==> src/rtl/mips_pkg.sv <==
// Shared J-type encoding constants for the jump encoder and its users.
// Latency: n/a (constants, types and a pure function only).
// Backpressure: n/a.
//
// Contents: default J/JAL opcodes, error-bit positions, J-type field
// positions, the stage-1 request struct and the PC+4 helper.
package mips_pkg;

   localparam logic [5:0] OPC_J_DEF   = 6'b000010;
   localparam logic [5:0] OPC_JAL_DEF = 6'b000011;

   // Bit positions within the 2-bit error vector.
   localparam int ERR_MISALIGN = 0;
   localparam int ERR_REGION   = 1;

   // J-type instruction fields.
   localparam int OPC_MSB = 31;
   localparam int OPC_LSB = 26;
   localparam int IDX_MSB = 25;
   localparam int IDX_LSB = 0;

   typedef struct packed {
      logic [31:0] pc;
      logic [31:0] target;
      logic        link;
   } jreq_t;

   // Address of the delay-slot instruction; wraps modulo 2^32.
   function automatic logic [31:0] pc_plus4(input logic [31:0] pc);
      return pc + 32'd4;
   endfunction

endpackage

==> src/rtl/jump_encoder_sat_counter.sv <==
// Saturating up-counter: increments on inc, sticks at all-ones.
// Latency: count reflects an increment one edge after inc is sampled.
// Backpressure: none; inc is sampled every cycle.
//
// Ports: clk, reset (async active-high), inc, count[W-1:0].
module sat_counter #(
   parameter int W = 16
) (
   input  logic         clk,
   input  logic         reset,
   input  logic         inc,
   output logic [W-1:0] count
);

   always_ff @(posedge clk or posedge reset) begin
      if (reset) begin
         count <= '0;
      end else if (inc && (count != {W{1'b1}})) begin
         count <= count + W'(1);
      end
   end

endmodule

==> src/rtl/jump_encoder.sv <==
// Builds J/JAL instruction words from (pc, target), flagging misaligned or out-of-region targets.
// Latency: 2 cycles from input accept to out_valid; 1 result per cycle sustained.
// Backpressure: full valid/ready; holds 2 requests, output held stable while out_ready is low.
//
// Ports: clk, reset (async active-high);
//        in_valid/in_ready/in_pc/in_target/in_link  - request channel;
//        out_valid/out_ready/out_instr/out_err      - result channel;
//        enc_count/err_count                        - saturating delivery statistics.
module jump_encoder
   import mips_pkg::*;
#(
   parameter logic [5:0] OPC_J   = OPC_J_DEF,
   parameter logic [5:0] OPC_JAL = OPC_JAL_DEF,
   parameter int         CNT_W   = 16
) (
   input  logic             clk,
   input  logic             reset,
   input  logic             in_valid,
   output logic             in_ready,
   input  logic [31:0]      in_pc,
   input  logic [31:0]      in_target,
   input  logic             in_link,
   output logic             out_valid,
   input  logic             out_ready,
   output logic [31:0]      out_instr,
   output logic [1:0]       out_err,
   output logic [CNT_W-1:0] enc_count,
   output logic [CNT_W-1:0] err_count
);

   logic        s1_valid;
   jreq_t       s1_q;
   logic        out_adv;
   logic        s1_adv;
   logic        in_fire;
   logic [31:0] pc4;
   logic [1:0]  err_d;
   logic [31:0] instr_d;
   logic        out_fire;

   // in_ready depends only on state and out_ready, never on in_valid.
   assign out_adv  = !out_valid || out_ready;
   assign s1_adv   = s1_valid && out_adv;
   assign in_ready = !s1_valid || out_adv;
   assign in_fire  = in_valid && in_ready;
   assign out_fire = out_valid && out_ready;

   // Stage 1: capture the request. The payload register only loads on an
   // accepted transfer so idle-cycle X on the inputs never enters the pipe.
   always_ff @(posedge clk or posedge reset) begin
      if (reset) begin
         s1_valid <= 1'b0;
      end else if (in_fire) begin
         s1_valid <= 1'b1;
      end else if (s1_adv) begin
         s1_valid <= 1'b0;
      end
   end

   always_ff @(posedge clk or posedge reset) begin
      if (reset) begin
         s1_q <= '0;
      end else if (in_fire) begin
         s1_q <= '{pc: in_pc, target: in_target, link: in_link};
      end
   end

   // Encode from stage-1 contents. The region check compares against the
   // top nibble of pc+4 because that is what the jump datapath splices in.
   always_comb begin
      pc4                  = pc_plus4(s1_q.pc);
      err_d                = 2'b00;
      err_d[ERR_MISALIGN]  = (s1_q.target[1:0] != 2'b00);
      err_d[ERR_REGION]    = (s1_q.target[31:28] != pc4[31:28]);
      instr_d              = 32'h0;
      if (err_d == 2'b00) begin
         instr_d[OPC_MSB:OPC_LSB] = s1_q.link ? OPC_JAL : OPC_J;
         instr_d[IDX_MSB:IDX_LSB] = s1_q.target[27:2];
      end
   end

   // Stage 2: output register. When the output advances with stage 1 empty
   // the valid drops but the payload is left untouched (not observable).
   always_ff @(posedge clk or posedge reset) begin
      if (reset) begin
         out_valid <= 1'b0;
         out_instr <= 32'h0;
         out_err   <= 2'b00;
      end else if (out_adv) begin
         out_valid <= s1_valid;
         if (s1_valid) begin
            out_instr <= instr_d;
            out_err   <= err_d;
         end
      end
   end

   sat_counter #(.W(CNT_W)) u_enc_cnt (
      .clk   (clk),
      .reset (reset),
      .inc   (out_fire && (out_err == 2'b00)),
      .count (enc_count)
   );

   sat_counter #(.W(CNT_W)) u_err_cnt (
      .clk   (clk),
      .reset (reset),
      .inc   (out_fire && (out_err != 2'b00)),
      .count (err_count)
   );

endmodule

==> config.mk <==
export PLATFORM = sky130hd
export DESIGN_NAME = jump_encoder
export DESIGN_NICKNAME = d
export VERILOG_FILES = /design/src/rtl/mips_pkg.sv /design/src/rtl/jump_encoder_sat_counter.sv /design/src/rtl/jump_encoder.sv
export SDC_FILE = /design/constraint.sdc
export NUM_CORES = 1
export LEC_CHECK = 0
export BUFFER_PORTS_ARGS = -buffer_cell sky130_fd_sc_hd__buf_2
export CAP_MARGIN = 10
export CORE_UTILIZATION = 40
export CTS_BUF_LIST = sky130_fd_sc_hd__clkbuf_4 sky130_fd_sc_hd__clkbuf_8
export DETAILED_ROUTE_END_ITERATION = 8
export GPL_TIMING_DRIVEN = 0
export HOLD_SLACK_MARGIN = 0.12
export PLACE_DENSITY = 0.67
export SYNTH_ARGS = -nofsm -noshare
export SYNTH_HDL_FRONTEND = slang
export SYNTH_HIERARCHICAL = 1
export SYNTH_SLANG_ARGS = --single-unit
==> constraint.sdc <==
create_clock -name clk -period 3.35 [get_ports clk]
set_clock_uncertainty 0.1 [all_clocks]
set_input_delay 0.5025 -clock clk [delete_from_list [all_inputs] [get_ports clk]]
set_output_delay 0.5025 -clock clk [all_outputs]
set_load 0.05 [all_outputs]
==> results.py, run 1 <==
metrics = {
    "run_status": {
        "status": "completed",
    },
    "synth": {
        "synth-seq-cells": 127,
        "synth_edf_count": 0,
        "syn_avg_cell_area_sq_um": 13.8,
        "syn_area_sq_mm": 0.00541,
        "ys.flop_type": "dfrtp_1",
        "ys_types": 51,
        "synthCells": 393,
        "ys_warn_count": 6,
        "ys_async_sr_fraction": 1.00,
        "ys_seq_area_frac": 0.587,
    },
    "timing": {
        "setup_tns_ps": 0,
        "period_share": 0.700,
        "setup_viol": 0,
        "period_minus_slack_ps": 2350,
        "slew_headroom": 0.582,
        "hold_viol_final": 0,
        "rsz0062_at_grt": "false",
        "max_freq_ghz": 0.426,
        "finalMaxSlewViolations": 0,
        "hold_ws_ps": 188,
        "worst_pin_slew_ps": 626,
    },
    "setup_path": {
        "cpLargestDelayFamily": "simple AND/OR/NAND/NOR gates",
        "reg2reg_depth": 7,
        "cp_cell_sequence": "nand4_2, nor4_4, nand2_1, nand4b_1, a211oi_4, buf_6, a22o_1",
        "required_ps": 3620,
        "critPathBufInv": 1,
        "crit_fanout": 10,
        "r2r_slack_ps": 1000,
        "r2r_start": "s1_q[54]",
        "cpPeakStageDelay_ps": 550,
        "worstSetupPathType": "flip-flop to flip-flop",
        "critPathArrivalTime_ps": 2620,
        "crit_cells": 7,
        "slowest_stage": "a211oi_4",
        "critPathCaptureType": "flip-flop",
        "critPathLaunchType": "flip-flop",
        "worstSetupStartpoint": "s1_q[54]",
        "timing.rr.end": "out_instr[23]",
        "crit_end": "out_instr[23]",
    },
    "detailed_routing": {
        "viasPerCell": 5.02,
        "via_count": 3693,
        "final_antenna_net_count": 0,
        "drt_wl_total_um": 11000,
        "routedWlPerCell_um": 14.9,
        "drtIter0Drc": 108,
        "first_pass_iters": 5,
        "drcViolationCount": 0,
    },
    "die": {
        "dieArea_sq_mm": 0.0140,
        "dieHeight_um": 118,
        "start_util": 0.409,
        "row_count": 42,
        "chipWidth_um": 118,
        "boundaryPins": 137,
        "design.core.area_sq_mm": 0.0132,
    },
    "grt": {
        "grt_overflow": 0,
        "grt_first_pass_wirelength_um": 18800,
        "grt_max_degree": 67,
        "grt_pass1_vias": 3756,
        "grt_antenna_before_repair": 0,
        "grt_usage": 0.172,
    },
    "clock_network": {
        "cts_sinks": 127,
        "clk_pin_slew_worst_paths_ps": 80,
        "cts_tree": "done",
        "insertion_delay_ps": 440,
        "cts_buffers": 17,
        "cts_resized": 0,
        "clk_root_buffer_cell": "clkbuf_8",
        "cts_hold_buf": 1,
        "cts_setup_buffers": 0,
        "htree_levels": 4,
        "ctsLongestPathBuffers": 2,
    },
    "pwr": {
        "cellPowerDensity_mw_per_mm2": 595,
        "irDropWorstVdd_v": 0.000330,
        "design_power_total_mw": 4.04,
        "p_leak_nw": 3.34,
    },
    "placement": {
        "io_buffer_count": 130,
        "dp_cells": 703,
        "gp_congestion": 0.757,
        "hpwl_um": 8050,
    },
    "final_layout": {
        "antenna_cells": 0,
        "area_growth_syn_to_layout_pct": 25.4,
        "post-route-util": 0.513,
        "drive_above_1_share": 0.473,
        "nets": 618,
        "fin_cells": 736,
    },
    "min_path": {
        "hold_class": "input port to flip-flop",
    },
    "flow_run": {
        "drv_cap": 0,
    },
}
worst register-to-register path, stage by stage (launching register included):
cell and delay [ps]:
dfrtp_1 360, nand4_2 140, nor4_4 430, nand2_1 70, nand4b_1 260, a211oi_4 550
buf_6 230, a22o_1 140
routing by layer:
layer  vias to the layer above  global-route usage  part of all wire
met5                         -                   0                 0
met4                         0              0.0785             0.022
met3                        20              0.0579             0.071
met2                       121               0.257              0.46
met1                      1816               0.226              0.44
li1                       1736                   -                 -
flip-flops by register name, summed over array words and instances, names as in the netlist:
name             cells
u_err_cnt/count     16
out_valid            1
u_enc_cnt/count     16
s1_q                63
s1_valid             1
out_instr           28
out_err              2
report_power, final:
group | switching (mW) | internal, mW | total, mW
clock network | 0.612 | 0.883 | 1.49
registers | 0.144 | 1.70 | 1.85
logic | 0.432 | 0.267 | 0.699
placed cells by master, fill, tap and decap left out, drive strengths merged, types with 2 or more instances in the layout:
cell type  instances
inv                7
bufinv             5
and2               2
mux2              67
dfrtp            127
nand4             21
and4               8
nor3               2
xor2               2
a22o              27
nor4               4
nor4b              2
clkinv             8
clkbuf            25
a21oi              7
nand2b             5
nand2             20
a211oi             2
nand3             16
nor2               8
ha                 2
o21a               2
xnor2             23
conb               4
buf              137
mux2i              2
and3              11
logic make-up after synthesis:
family                   count (synthesis)  synth area share
other                                    1          0.000693
multiplexers                            69             0.143
AO/OA/AOI/OAI                           43            0.0666
adder cells (fa/ha/maj)                  2           0.00462
buffers and inverters                   21            0.0210
XOR/XNOR                                25            0.0418
flip-flops                             127             0.587
AND/OR/NAND/NOR                        105             0.135
Yosys cell counts, types with 6 or more instances:
library cell	number	area share
a21oi_1	7	0.0065
nor2_1	7	0.0049
mux2_2	67	0.14
a22o_1	23	0.037
xnor2_1	22	0.036
nand3_1	16	0.015
and4_1	6	0.0097
and3_1	8	0.0092
clkbuf_1	8	0.0055
nand4_1	15	0.017
nand2_1	18	0.012
dfrtp_1	127	0.59
cell type report:
class / instances / area (sq um)
clock buffers: 17 / 234
multi-input cells: 248 / 2130
flip-flops and latches: 127 / 3180
repair buffers: 132 / 688
clock inverters: 15 / 218
well taps: 176 / 220
inverters: 6 / 25.0
plain buffers: 15 / 91.3
fillers: 1198 / 6450
worst min-delay path by stage:
stage / end / cells past startpoint / startpoint
4_1_cts: s1_q[1] / 2 / in_target[0]
3_5_place_dp: out_instr[12] / 1 / s1_q[15]
3_3_place_gp: out_instr[27] / 1 / out_instr[27]
6_report: s1_q[42] / 2 / in_pc[9]
5_1_grt: s1_q[1] / 2 / in_target[0]
2_1_floorplan: u_enc_cnt/count[0] / 1 / reset
per-stage QoR:
step,cell area (sq um),setup WS (ps)
after global routing,6790,798
after detailed placement,6330,951
after global placement,6300,-816
after CTS,6790,936
after floorplan,5430,270
final,6790,1000
No activity file was read; power rests on OpenSTA's default activity.
==> run 2: changes to the inputs <==
- clock period: 3.35 -> 2.4 ns (I/O delays scaled with it)
==> results.py, run 2 (synthesized netlist as in run 1, its figures left out) <==
metrics = {
    "run_status": {
        "status": "completed",
    },
    "timing": {
        "worst_pin_slew_ps": 641,
        "hold_viol_final": 0,
        "setup_tns_ps": 0,
        "max_freq_ghz": 0.459,
        "rsz0062_at_grt": "false",
        "period_minus_slack_ps": 2180,
        "period_share": 0.908,
        "finalMaxSlewViolations": 0,
        "slew_headroom": 0.572,
        "setup_viol": 0,
    },
    "clock_network": {
        "ctsLongestPathBuffers": 2,
        "cts_tree": "done",
        "cts_sinks": 127,
        "cts_resized": 0,
        "insertion_delay_ps": 440,
        "htree_levels": 4,
        "cts_buffers": 17,
        "clk_root_buffer_cell": "clkbuf_8",
        "clk_pin_slew_worst_paths_ps": 70,
    },
    "detailed_routing": {
        "via_count": 3977,
        "drt_wl_total_um": 12000,
        "first_pass_iters": 4,
        "drtIter0Drc": 177,
        "final_antenna_net_count": 0,
        "routedWlPerCell_um": 14.9,
        "viasPerCell": 4.95,
        "drcViolationCount": 0,
    },
    "placement": {
        "hpwl_um": 8050,
        "gp_congestion": 0.801,
        "io_buffer_count": 130,
    },
    "min_path": {
        "hold_class": "input port to flip-flop",
    },
    "final_layout": {
        "area_growth_syn_to_layout_pct": 36.9,
        "largest_reg_flops": 63,
        "top_register": "s1_q",
        "antenna_cells": 0,
        "top_regs": "s1_q: 63 flops, out_instr: 28 flops",
        "final_cell_mix": "buf_2, dfrtp_1, mux2_2",
        "post-route-util": 0.560,
        "nets": 686,
        "drive_above_1_share": 0.432,
        "layout_commonest_cell": "buf_2",
    },
    "grt": {
        "grt_max_degree": 37,
        "grt_overflow": 0,
        "grt_antenna_before_repair": 0,
        "grt_first_pass_wirelength_um": 20000,
        "grt_pass1_vias": 4077,
        "grt_usage": 0.185,
    },
    "die": {
        "start_util": 0.409,
        "dieHeight_um": 118,
        "dieArea_sq_mm": 0.0140,
        "boundaryPins": 137,
        "chipWidth_um": 118,
        "design.core.area_sq_mm": 0.0132,
        "row_count": 42,
    },
    "setup_path": {
        "cpLargestDelayFamily": "simple AND/OR/NAND/NOR gates",
        "crit_fanout": 10,
        "cp_cell_sequence": "nand4_2, nor4_4, nand2_1, nand4b_1, a211oi_4, buf_4, buf_6, a22o_1",
        "cpPeakStageDelay_ps": 430,
        "worstSetupPathType": "flip-flop to flip-flop",
        "r2r_slack_ps": 220,
        "slowest_stage": "nor4_4",
        "required_ps": 2670,
        "critPathLaunchType": "flip-flop",
        "critPathBufInv": 2,
        "critPathCaptureType": "flip-flop",
        "critPathArrivalTime_ps": 2450,
    },
    "pwr": {
        "p_leak_nw": 3.59,
        "irDropWorstVdd_v": 0.000463,
        "cellPowerDensity_mw_per_mm2": 739,
    },
    "flow_run": {
        "drv_cap": 0,
    },
}
run 2: cell count changes in the layout (fill, tap and decap cells not counted), sizes merged, moves of 3 or more:
cell,previous run,this run
buf,137,141
clkinvlp,1,4
clkbuf,25,30
bufinv,5,2
clkinv,8,4
dlygate4sd3,1,65
run 2: worst register-to-register path, cell delays in order, from the launching register on:
cell      delay [ps]
dfrtp_1          370
nand4_2          140
nor4_4           430
nand2_1           80
nand4b_1         260
a211oi_4         270
buf_4            180
buf_6            160
a22o_1           130
run 2: power by group:
part	switching, mW	total [mW]	internal [mW]	leakage [nW]
registers	0.202	2.58	2.38	1.60
clock network	0.830	1.84	1.01	0.199
logic	0.621	1.06	0.443	1.79
total	1.65	5.48	3.83	3.59
run 2: through the flow:
step | power (mW) | area [sq um] | setup slack [ps] | hold WS [ps] | std cells
after global placement | 3.56 | 6300 | 38.9 | 361 | 702
final | 5.48 | 7410 | 220 | 178 | 804
after floorplan | 3.32 | 5430 | 105 | 174 | 396
after global routing | 5.75 | 7410 | 41.5 | 189 | 804
after CTS | 5.54 | 7410 | 209 | 140 | 804
after detailed placement | 3.60 | 6340 | 17.9 | 373 | 704
run 2: routing by layer:
metal	global-route usage	vias up	routed length, um
met2	0.298	114	5790
met4	0.0769	0	254
met5	0	-	0
li1	-	1887	-
met3	0.0598	21	711
met1	0.227	1955	5250
run 2: cell type report:
class                           instances  area [sq um]
Clock inverter                         10           111
Clock buffer                           22           284
Buffer                                 15          91.3
Fill cell                            1164          5830
Multi-Input combinational cell        248          2140
Inverter                                6          26.3
Sequential cell                       127          3180
Tap cell                              176           220
Timing Repair Buffer                  200          1360
run 2: path summary, 6_finish.rpt:
path | startpoint | end | cells after the start
max in group asynchronous | reset | s1_q[44] | 4
worst max-delay path | s1_q[54] | out_instr[3] | 8
worst min register to register | s1_q[5] | out_instr[2] | 1
worst max register to register | s1_q[54] | out_instr[3] | 8
min in group asynchronous | reset | s1_valid | 3
worst min-delay path | out_ready | out_valid | 3
run 2: repair_timing:
action                     CTS  global route
setup buffers                3             0
setup endpoints to repair    3             0
hold endpoints to repair   120             0
hold buffers                65             0
